==> config.mk <==
export PLATFORM = sky130hd
export DESIGN_NAME = extern_iter_sequencer_flat
export DESIGN_NICKNAME = d
export VERILOG_FILES = /design/src/rtl/extern_iter_sequencer_if.sv /design/src/rtl/extern_iter_sequencer.sv /design/src/flat_wrapper.sv
export SDC_FILE = /design/constraint.sdc
export NUM_CORES = 1
export LEC_CHECK = 0
export BUFFER_PORTS_ARGS = -buffer_cell sky130_fd_sc_hd__buf_4
export CORE_ASPECT_RATIO = 1.4
export CORE_MARGIN = 2
export CORE_UTILIZATION = 26
export DETAILED_ROUTE_END_ITERATION = 12
export PLACE_DENSITY = 0.46
export SLEW_MARGIN = 20
export SYNTH_ARGS = -nofsm -noshare
export SYNTH_HDL_FRONTEND = slang
export SYNTH_SLANG_ARGS = --single-unit
==> constraint.sdc <==
create_clock -name clk -period 3.7 [get_ports clk]
set_clock_uncertainty 0.1 [all_clocks]
set_input_delay 0.37 -clock clk [delete_from_list [all_inputs] [get_ports clk]]
set_output_delay 0.37 -clock clk [all_outputs]
set_load 0.1 [all_outputs]
==> src/rtl/extern_iter_sequencer_if.sv <==
// Handshake and extern-call bundle for extern_iter_sequencer.
// The master modport is the sequencer side. The slave modport is the
// environment: the seed producer, the result consumer and the extern instance.
interface extern_iter_sequencer_if #(
  parameter int IN_W   = 16,
  parameter int OUT_W  = 8,
  parameter int ITER_W = 4,
  parameter int CNT_W  = 16
);
  logic              seed_valid;
  logic              seed_ready;
  logic [IN_W-1:0]   seed;
  logic [ITER_W-1:0] iters;
  logic [IN_W-1:0]   ext_x;
  logic              ext_req;
  logic [OUT_W-1:0]  ext_out;
  logic              out_valid;
  logic              out_ready;
  logic [OUT_W-1:0]  out_data;
  logic              busy;
  logic [CNT_W-1:0]  call_count;

  modport master (
    input  seed_valid, seed, iters, ext_out, out_ready,
    output seed_ready, ext_x, ext_req, out_valid, out_data, busy, call_count
  );

  modport slave (
    output seed_valid, seed, iters, ext_out, out_ready,
    input  seed_ready, ext_x, ext_req, out_valid, out_data, busy, call_count
  );
endinterface

==> src/rtl/extern_iter_sequencer.sv <==
// Iterating extern-call sequencer. A seed is sent to an external function.
// The block waits EXT_LAT cycles, then feeds the zero-extended result back
// as the next argument. This repeats for a run-time number of iterations,
// and the last result is presented on a valid/ready output.
// The extern result is sampled exactly EXT_LAT cycles after the call strobe.
// Interface widths must match the module parameters. OUT_W <= IN_W and
// EXT_LAT >= 1 are required.
module extern_iter_sequencer #(
  parameter int IN_W    = 16,
  parameter int OUT_W   = 8,
  parameter int EXT_LAT = 1,
  parameter int ITER_W  = 4,
  parameter int CNT_W   = 16
) (
  input  logic                    clk,
  input  logic                    rst,
  extern_iter_sequencer_if.master bus
);

  localparam int LAT_W = (EXT_LAT > 1) ? $clog2(EXT_LAT) : 1;
  localparam logic [LAT_W-1:0] LAT_RELOAD = LAT_W'(EXT_LAT - 1);

  typedef enum logic [1:0] {
    S_IDLE  = 2'd0,
    S_ISSUE = 2'd1,
    S_WAIT  = 2'd2,
    S_EMIT  = 2'd3
  } state_t;

  state_t            r_state;
  state_t            w_state_nxt;
  logic [IN_W-1:0]   r_state_reg;
  logic [IN_W-1:0]   r_ext_x;
  logic [ITER_W-1:0] r_remaining;
  logic [LAT_W-1:0]  r_lat_cnt;
  logic [OUT_W-1:0]  r_out_data;
  logic [CNT_W-1:0]  r_call_count;
  logic [IN_W-1:0]   w_feedback;
  logic              w_sample;
  logic              w_last;

  // The counter holds at all-ones instead of wrapping.
  function automatic logic [CNT_W-1:0] sat_inc(input logic [CNT_W-1:0] v);
    return (&v) ? v : v + CNT_W'(1);
  endfunction

  // Zero-extend the extern result. Nothing is lost because OUT_W <= IN_W.
  assign w_feedback = IN_W'(bus.ext_out);
  assign w_sample   = (r_state == S_WAIT) && (r_lat_cnt == '0);
  assign w_last     = (r_remaining == ITER_W'(1));

  // State register; reset aborts any state, including WAIT and EMIT.
  always_ff @(posedge clk) begin
    if (!rst) r_state <= S_IDLE;
    else      r_state <= w_state_nxt;
  end

  // Next-state logic.
  always_comb begin
    w_state_nxt = r_state;
    case (r_state)
      S_IDLE:  if (bus.seed_valid) w_state_nxt = S_ISSUE;
      S_ISSUE: w_state_nxt = S_WAIT;
      S_WAIT:  if (w_sample) w_state_nxt = w_last ? S_EMIT : S_ISSUE;
      S_EMIT:  if (bus.out_ready) w_state_nxt = S_IDLE;
      default: w_state_nxt = S_IDLE;
    endcase
  end

  // Datapath: seed capture, latency countdown, result feedback and call count.
  // r_ext_x is a separate copy of the argument so that ext_x keeps the last
  // issued argument in EMIT/IDLE, while r_state_reg already holds the result.
  always_ff @(posedge clk) begin
    if (!rst) begin
      r_state_reg  <= '0;
      r_ext_x      <= '0;
      r_remaining  <= '0;
      r_lat_cnt    <= '0;
      r_out_data   <= '0;
      r_call_count <= '0;
    end else begin
      case (r_state)
        S_IDLE: begin
          if (bus.seed_valid) begin
            r_state_reg <= bus.seed;
            r_ext_x     <= bus.seed;
            r_remaining <= (bus.iters == '0) ? ITER_W'(1) : bus.iters;
          end
        end
        S_ISSUE: begin
          r_lat_cnt    <= LAT_RELOAD;
          r_call_count <= sat_inc(r_call_count);
        end
        S_WAIT: begin
          if (r_lat_cnt != '0) begin
            r_lat_cnt <= r_lat_cnt - LAT_W'(1);
          end else begin
            r_state_reg <= w_feedback;
            r_out_data  <= bus.ext_out;
            r_remaining <= r_remaining - ITER_W'(1);
            if (!w_last) r_ext_x <= w_feedback;
          end
        end
        default: ;
      endcase
    end
  end

  assign bus.seed_ready = (r_state == S_IDLE);
  assign bus.out_valid  = (r_state == S_EMIT);
  assign bus.busy       = (r_state != S_IDLE);
  assign bus.ext_req    = (r_state == S_ISSUE);
  assign bus.ext_x      = r_ext_x;
  assign bus.out_data   = r_out_data;
  assign bus.call_count = r_call_count;

endmodule

==> src/flat_wrapper.sv <==
// flat-port wrapper written by rule: the top's interface ports become plain ports
module extern_iter_sequencer_flat 
#(
  parameter int IN_W    = 16,
  parameter int OUT_W   = 8,
  parameter int EXT_LAT = 1,
  parameter int ITER_W  = 4,
  parameter int CNT_W   = 16
)
  (clk, rst, bus_seed_valid, bus_seed, bus_iters, bus_ext_out, bus_out_ready, bus_seed_ready, bus_ext_x, bus_ext_req, bus_out_valid, bus_out_data, bus_busy, bus_call_count);
  extern_iter_sequencer_if #(.IN_W(IN_W), .OUT_W(OUT_W), .ITER_W(ITER_W), .CNT_W(CNT_W)) bus_i ();
  input  logic clk;
  input  logic rst;
  input wire logic [$bits(bus_i.seed_valid)-1:0] bus_seed_valid;
  input wire logic [$bits(bus_i.seed)-1:0] bus_seed;
  input wire logic [$bits(bus_i.iters)-1:0] bus_iters;
  input wire logic [$bits(bus_i.ext_out)-1:0] bus_ext_out;
  input wire logic [$bits(bus_i.out_ready)-1:0] bus_out_ready;
  output wire logic [$bits(bus_i.seed_ready)-1:0] bus_seed_ready;
  output wire logic [$bits(bus_i.ext_x)-1:0] bus_ext_x;
  output wire logic [$bits(bus_i.ext_req)-1:0] bus_ext_req;
  output wire logic [$bits(bus_i.out_valid)-1:0] bus_out_valid;
  output wire logic [$bits(bus_i.out_data)-1:0] bus_out_data;
  output wire logic [$bits(bus_i.busy)-1:0] bus_busy;
  output wire logic [$bits(bus_i.call_count)-1:0] bus_call_count;
  assign bus_i.seed_valid = bus_seed_valid;
  assign bus_i.seed = bus_seed;
  assign bus_i.iters = bus_iters;
  assign bus_i.ext_out = bus_ext_out;
  assign bus_i.out_ready = bus_out_ready;
  assign bus_seed_ready = bus_i.seed_ready;
  assign bus_ext_x = bus_i.ext_x;
  assign bus_ext_req = bus_i.ext_req;
  assign bus_out_valid = bus_i.out_valid;
  assign bus_out_data = bus_i.out_data;
  assign bus_busy = bus_i.busy;
  assign bus_call_count = bus_i.call_count;
  extern_iter_sequencer #(.IN_W(IN_W), .OUT_W(OUT_W), .EXT_LAT(EXT_LAT), .ITER_W(ITER_W), .CNT_W(CNT_W)) u_core (.clk(clk), .rst(rst), .bus(bus_i));
endmodule
# Word-level counts from Yosys, hierarchy flattened
# Cells that the tools add are included.
dict set report op_classes {
  n_addsub 3
  eq_ne 9
  n_mux 15
  reduce_logical 12
  n_bitwise 2
}
# op n
set ops {}
lappend ops {{16-bit two-way mux} 3}
lappend ops {{16-bit one-hot mux with 2 select lines} 1}
lappend ops {{16-bit by 1-bit adder with 16-bit output, second input constant} 1}
lappend ops {{16-bit AND reduction} 1}
lappend ops {{4-bit two-way mux} 3}
lappend ops {{2-bit two-way mux} 4}
lappend ops {{2-bit inequality test, second input constant} 4}
lappend ops {{2-bit one-hot mux with 4 select lines} 1}
lappend ops {{4-bit one-hot mux with 2 select lines} 1}
lappend ops {{3-bit AND reduction} 2}
lappend ops {{2-bit nonzero test} 3}
lappend ops {{2-bit equality test, second input constant} 2}
lappend ops {{4-bit by 1-bit equality test with 1-bit output, second input constant} 1}
lappend ops {{4-bit zero test} 1}
lappend ops {{2-bit AND reduction} 2}
lappend ops {{4-bit AND reduction} 1}
lappend ops {{4-bit by 1-bit subtractor with 4-bit output, second input constant} 1}
lappend ops {{2-bit by 1-bit equality test with 1-bit output, second input constant} 1}
lappend ops {{2-bit zero test} 1}
lappend ops {{2-bit by 1-bit inequality test with 1-bit output, second input constant} 1}
lappend ops {{1-bit NOT} 2}
lappend ops {{1-bit one-hot mux with 2 select lines} 1}
lappend ops {{1-bit logical AND} 1}
lappend ops {{1-bit two-way mux} 1}
lappend ops {{1-bit subtractor, second input constant} 1}
dict set report word_totals {
  wordCells 47
  ff_bits 47
  output_inout_bits 44
  in_bits 32
}

# Logic depth before layout (Yosys ltp)
dict set report depth {
  ltp_word 4
  mapped_depth 7
  mapped_depth_nobuf 6
}

# Worst setup path before layout
# No wires, ideal clock.
dict set report synth_path {
  path_type {register to register}
  startpoint {register u_core.r_call_count[1] (netlist: u_core.bus.call_count[1])}
  endpoint {register u_core.r_call_count[8] (netlist: u_core.bus.call_count[8])}
  path_buffers 1
  setup_slack_ps 1046
  path_stages_with_launch 7
  arrival_time_ps 2484
  period_less_slack_ps 2654
  setup_time_ps 70
  required_time_ps 3530
  path_cell_list {dfxtp_1 ha_1 nand3_1 or2_1 clkbuf_1 or4_1 a21oi_1}
}
dict set report synth_via {
  elab_chain_len 3
  elab_cells_between_ends 4
  classes_between {add/sub (1); bitwise (1); reduce/logical (2)}
}
# item line
set synth_lines {}
lappend synth_lines {{start: declaration} extern_iter_sequencer.sv:37} ;# logic [CNT_W-1:0] r_call_count;
lappend synth_lines {{start signal: assignment} extern_iter_sequencer.sv:92} ;# r_call_count <= sat_inc(r_call_count);
lappend synth_lines {{parallel branches: the longest is 3 deep, another holds 16-bit by 1-bit adder with 16-bit output} --}
# Parallel ways; which one is timed is not known.
# A chain may end at the register's enable or synchronous reset.

# Worst setup path after layout
dict set report layout_path {
  startpoint {register u_core.r_state[0]}
  endpoint {register u_core.r_call_count[13] (netlist: u_core.bus.call_count[13])}
}
dict set report layout_via {
  elab_chain_len 2
}
# item line
set layout_lines {}
lappend layout_lines {{start: declaration} extern_iter_sequencer.sv:30} ;# state_t r_state;
lappend layout_lines {{start signal: assignment} extern_iter_sequencer.sv:55} ;# else r_state <= w_state_nxt;
lappend layout_lines {{2-bit by 1-bit equality test with 1-bit output} extern_iter_sequencer.sv:82} ;# case (r_state)
lappend layout_lines {{2-bit AND reduction (no source line)} --}
# Every way passes these cells.

==> impl_metrics.json <==
{
  "status": "complete, no violations",
  "grt.met3_usage_pct": 2.732,
  "tns_ns": 0,
  "crit_type": "flop to flop",
  "power_frac_clock_pct": 28.5,
  "die_w_um": 78.95,
  "cp_data_required_time_ns": 3.83,
  "drt_first_pass_iters": 4,
  "route.detailed.wl_per_inst_um": 13.86,
  "clock_latency_on_the_worst_skew_pair_ns": 0.30,
  "synth-seq-area-share_pct": 45.04,
  "worst_slack_ns": 1.473,
  "power.combinational.fraction_pct": 26.9,
  "cp_max_fo": 14,
  "overflow": 0,
  "portion_of_total_power_attributed_to_sequential_cells_pct": 44.6,
  "swShare_pct": 36.10,
  "finalWeightedCongestion": 0.7703,
  "route.detailed.drc": 0,
  "ys_ff_latch": 46,
  "power.leakage_nw": 1.130,
  "ff2ff_setup_slack_ns": 1.47,
  "initial_utilization_pct": 26.54,
  "fp.coreArea_um2": 7702,
  "route.antenna.remaining_nets": 0,
  "per_instance_average_area_after_synthesis_um2": 8.448,
  "area.growth.synth_to_final_pct": 35.86,
  "core.rowCount": 38,
  "yosysUniqueCellTypes": 43,
  "post-route-min-period_ns": 2.227,
  "cts_hold_buf": 0,
  "globalRouteMet2Util_pct": 25.27,
  "asyncSetResetFlopFracSynth_pct": 0,
  "drt-vias-per-instance": 4.800,
  "dr_total_vias": 1973,
  "syn_nets": 277,
  "syn_inst": 242,
  "cts.root.buffer_cell": "sky130_fd_sc_hd__clkbuf_8",
  "timing.max_slew.rel_slack_pct": 32.41,
  "cts.path.max_buffers": 2,
  "powerDensity_nw_per_um2": 437.7,
  "first_global_vias": 1991,
  "ctsResizeCount": 0,
  "cts_num_sinks": 46,
  "synth.top_cells.by_count": "sky130_fd_sc_hd__dfxtp_1, sky130_fd_sc_hd__nand2_1, sky130_fd_sc_hd__nor2_1",
  "rsz0062_at_grt": "no",
  "preCtsSetupSlack_ns": 1.510,
  "stdcell_count": 411,
  "final-max-slew-violation-count": 0,
  "globalRouteTotalUtil_pct": 13.47,
  "finish.instance_area_um2": 2778,
  "initial_antenna_violation_count": 0,
  "drt_iter0_drc": 60,
  "placed_area_um2": 2673,
  "antenna_cell_count": 0,
  "synthDominantAreaCellType": "sky130_fd_sc_hd__dfxtp_1",
  "ys_dominant_reg_cell": "sky130_fd_sc_hd__dfxtp_1",
  "grt_max_degree": 38,
  "global_route_wire_length_before_repair_mm": 9.280,
  "power.net_switching_uw": 438.9,
  "synth_top_area_share_pct": 45.04,
  "worst_setup_path_start_kind": "flop",
  "cts.clk_slew.worst_paths_ns": 0.09,
  "htreeDepth": 2,
  "gr-max-usage-layer": "met2",
  "clock_tree_from_tritoncts": "done",
  "number_of_enable_flip_flop_cells_after_synthesis": 0,
  "yosys-top-cells-area": "sky130_fd_sc_hd__dfxtp_1, sky130_fd_sc_hd__nand2_1, sky130_fd_sc_hd__nor2_1",
  "max_cap_viol_count": 0,
  "synth_area_um2": 2044,
  "critPathCaptureType": "flop",
  "layout.core_utilization_pct": 36.06,
  "cts_made_buffers": 5,
  "finalHoldViolations": 0,
  "vdd.ir_drop.worst_uv": 136.7,
  "pin_count": 76,
  "estimated_wirelength_of_the_detail_placed_design_mm": 4.066,
  "fmax_ghz": 0.4490,
  "postRouteWirelength_mm": 5.697,
  "cell_internal_pwr_uw": 776.8,
  "critical_path_arrival_ns": 2.36,
  "place.detailed.instances": 403,
  "yosys_warnings": 0,
  "yosys.cell_count.top_type": "sky130_fd_sc_hd__dfxtp_1",
  "worstHoldPathType": "input pin to flop",
  "die-height_um": 108.9,
  "post_cts_buffers": 0,
  "grt_use_met1_pct": 15.08,
  "quantity_of_i_o_buffers_inserted_on_ports": 75,
  "setup_violations": 0,
  "final_min_period_over_clock_period_pct": 60.19,
  "drive_gt1_share_pct": 29.58,
  "worst_pin_slew_ns": 1.010,
  "die_footprint_um2": 8599,
  "design.final.nets": 345
}
==> worst paths after layout <==
check,startpoint,end,cells after the start
setup / recovery,u_core.r_state[0]$_SDFFE_PN0P_,u_core.bus.call_count[13]$_SDFFE_PN0P_,4
hold / removal,bus_out_ready,u_core.r_state[1]$_SDFFE_PN0P_,2
setup reg to reg,u_core.r_state[0]$_SDFFE_PN0P_,u_core.bus.call_count[13]$_SDFFE_PN0P_,4
hold reg to reg,u_core.bus.out_data[7]$_SDFFE_PN0P_,u_core.bus.out_data[7]$_SDFFE_PN0P_,2
==> power groups by stage <==
| stage | Sequential [mW] | Clock [mW] | Combinational (mW) |
|---|---|---|---|
| final | 0.542 | 0.346 | 0.327 |
| after global routing | 0.547 | 0.387 | 0.347 |
| after CTS | 0.542 | 0.365 | 0.330 |
| after detailed placement | 0.554 | 0 | 0.329 |
| after global placement | 0.554 | 0 | 0.329 |
| after floorplan | 0.690 | 0 | 0.111 |
==> per-layer routing <==
metal	routed length, um	part of all wire (%)
met1	2505	44
met2	2830	50
met3	271	4.8
met4	90	1.6
met5	0	0
==> worst max-delay path, stage by stage (launching register included) <==
cell and delay [ns]:
sky130_fd_sc_hd__dfxtp_1 0.59, sky130_fd_sc_hd__nand2b_1 0.30, sky130_fd_sc_hd__or4b_4 0.61, sky130_fd_sc_hd__or4_1 0.40, sky130_fd_sc_hd__a21oi_1 0.15
==> per-stage QoR <==
stage | power [mW] | hold WS (ns)
CTS | 1.238 | 0.1520
global route | 1.281 | 0.1553
global placement | 0.8828 | 0.3469
finish | 1.216 | 0.1635
floorplan | 0.8012 | 0.3740
detailed placement | 0.8834 | 0.3476
==> layout make-up <==
| type | instances | area, um^2 |
|---|---|---|
| Fill cell | 859 | 4925 |
| Multi-Input combinational cell | 176 | 1041 |
| Sequential cell | 46 | 920.9 |
| Timing Repair Buffer | 75 | 563.0 |
| Tap cell | 100 | 125.1 |
| Clock buffer | 7 | 96.34 |
| Inverter | 6 | 22.52 |
| Clock inverter | 1 | 8.758 |
==> kinds of logic (layout without fill, tap and decap cells) <==
family	after synthesis	count (layout)	share of synthesized area, %
mux	6	6	2.938
compound gates	55	55	18.79
simple gates	112	112	27.36
buf+inv	20	89	4.039
fa+ha+maj	3	3	1.836
flops	46	46	45.04
==> cell usage in the layout (no fill, tap or decap), types with 2 or more instances in the layout <==
| master | instances |
|---|---|
| sky130_fd_sc_hd__o221a_2 | 2 |
| sky130_fd_sc_hd__nor4_1 | 5 |
| sky130_fd_sc_hd__a22oi_1 | 10 |
| sky130_fd_sc_hd__o21ai_0 | 3 |
| sky130_fd_sc_hd__and2_1 | 2 |
| sky130_fd_sc_hd__dfxtp_1 | 46 |
| sky130_fd_sc_hd__nand2_1 | 37 |
| sky130_fd_sc_hd__inv_1 | 5 |
| sky130_fd_sc_hd__o31ai_1 | 2 |
| sky130_fd_sc_hd__or4_1 | 2 |
| sky130_fd_sc_hd__nor3_1 | 6 |
| sky130_fd_sc_hd__nor2_1 | 27 |
| sky130_fd_sc_hd__or3_1 | 4 |
| sky130_fd_sc_hd__nand2b_1 | 9 |
| sky130_fd_sc_hd__or2_2 | 2 |
| sky130_fd_sc_hd__buf_4 | 75 |
| sky130_fd_sc_hd__nand4_1 | 4 |
| sky130_fd_sc_hd__mux2i_1 | 6 |
| sky130_fd_sc_hd__clkbuf_8 | 7 |
| sky130_fd_sc_hd__a211oi_1 | 2 |
| sky130_fd_sc_hd__nand3_1 | 5 |
| sky130_fd_sc_hd__a31oi_1 | 2 |
| sky130_fd_sc_hd__a21oi_1 | 17 |
| sky130_fd_sc_hd__ha_1 | 3 |
| sky130_fd_sc_hd__a311oi_1 | 10 |
No activity file was read; power rests on OpenSTA's default activity.
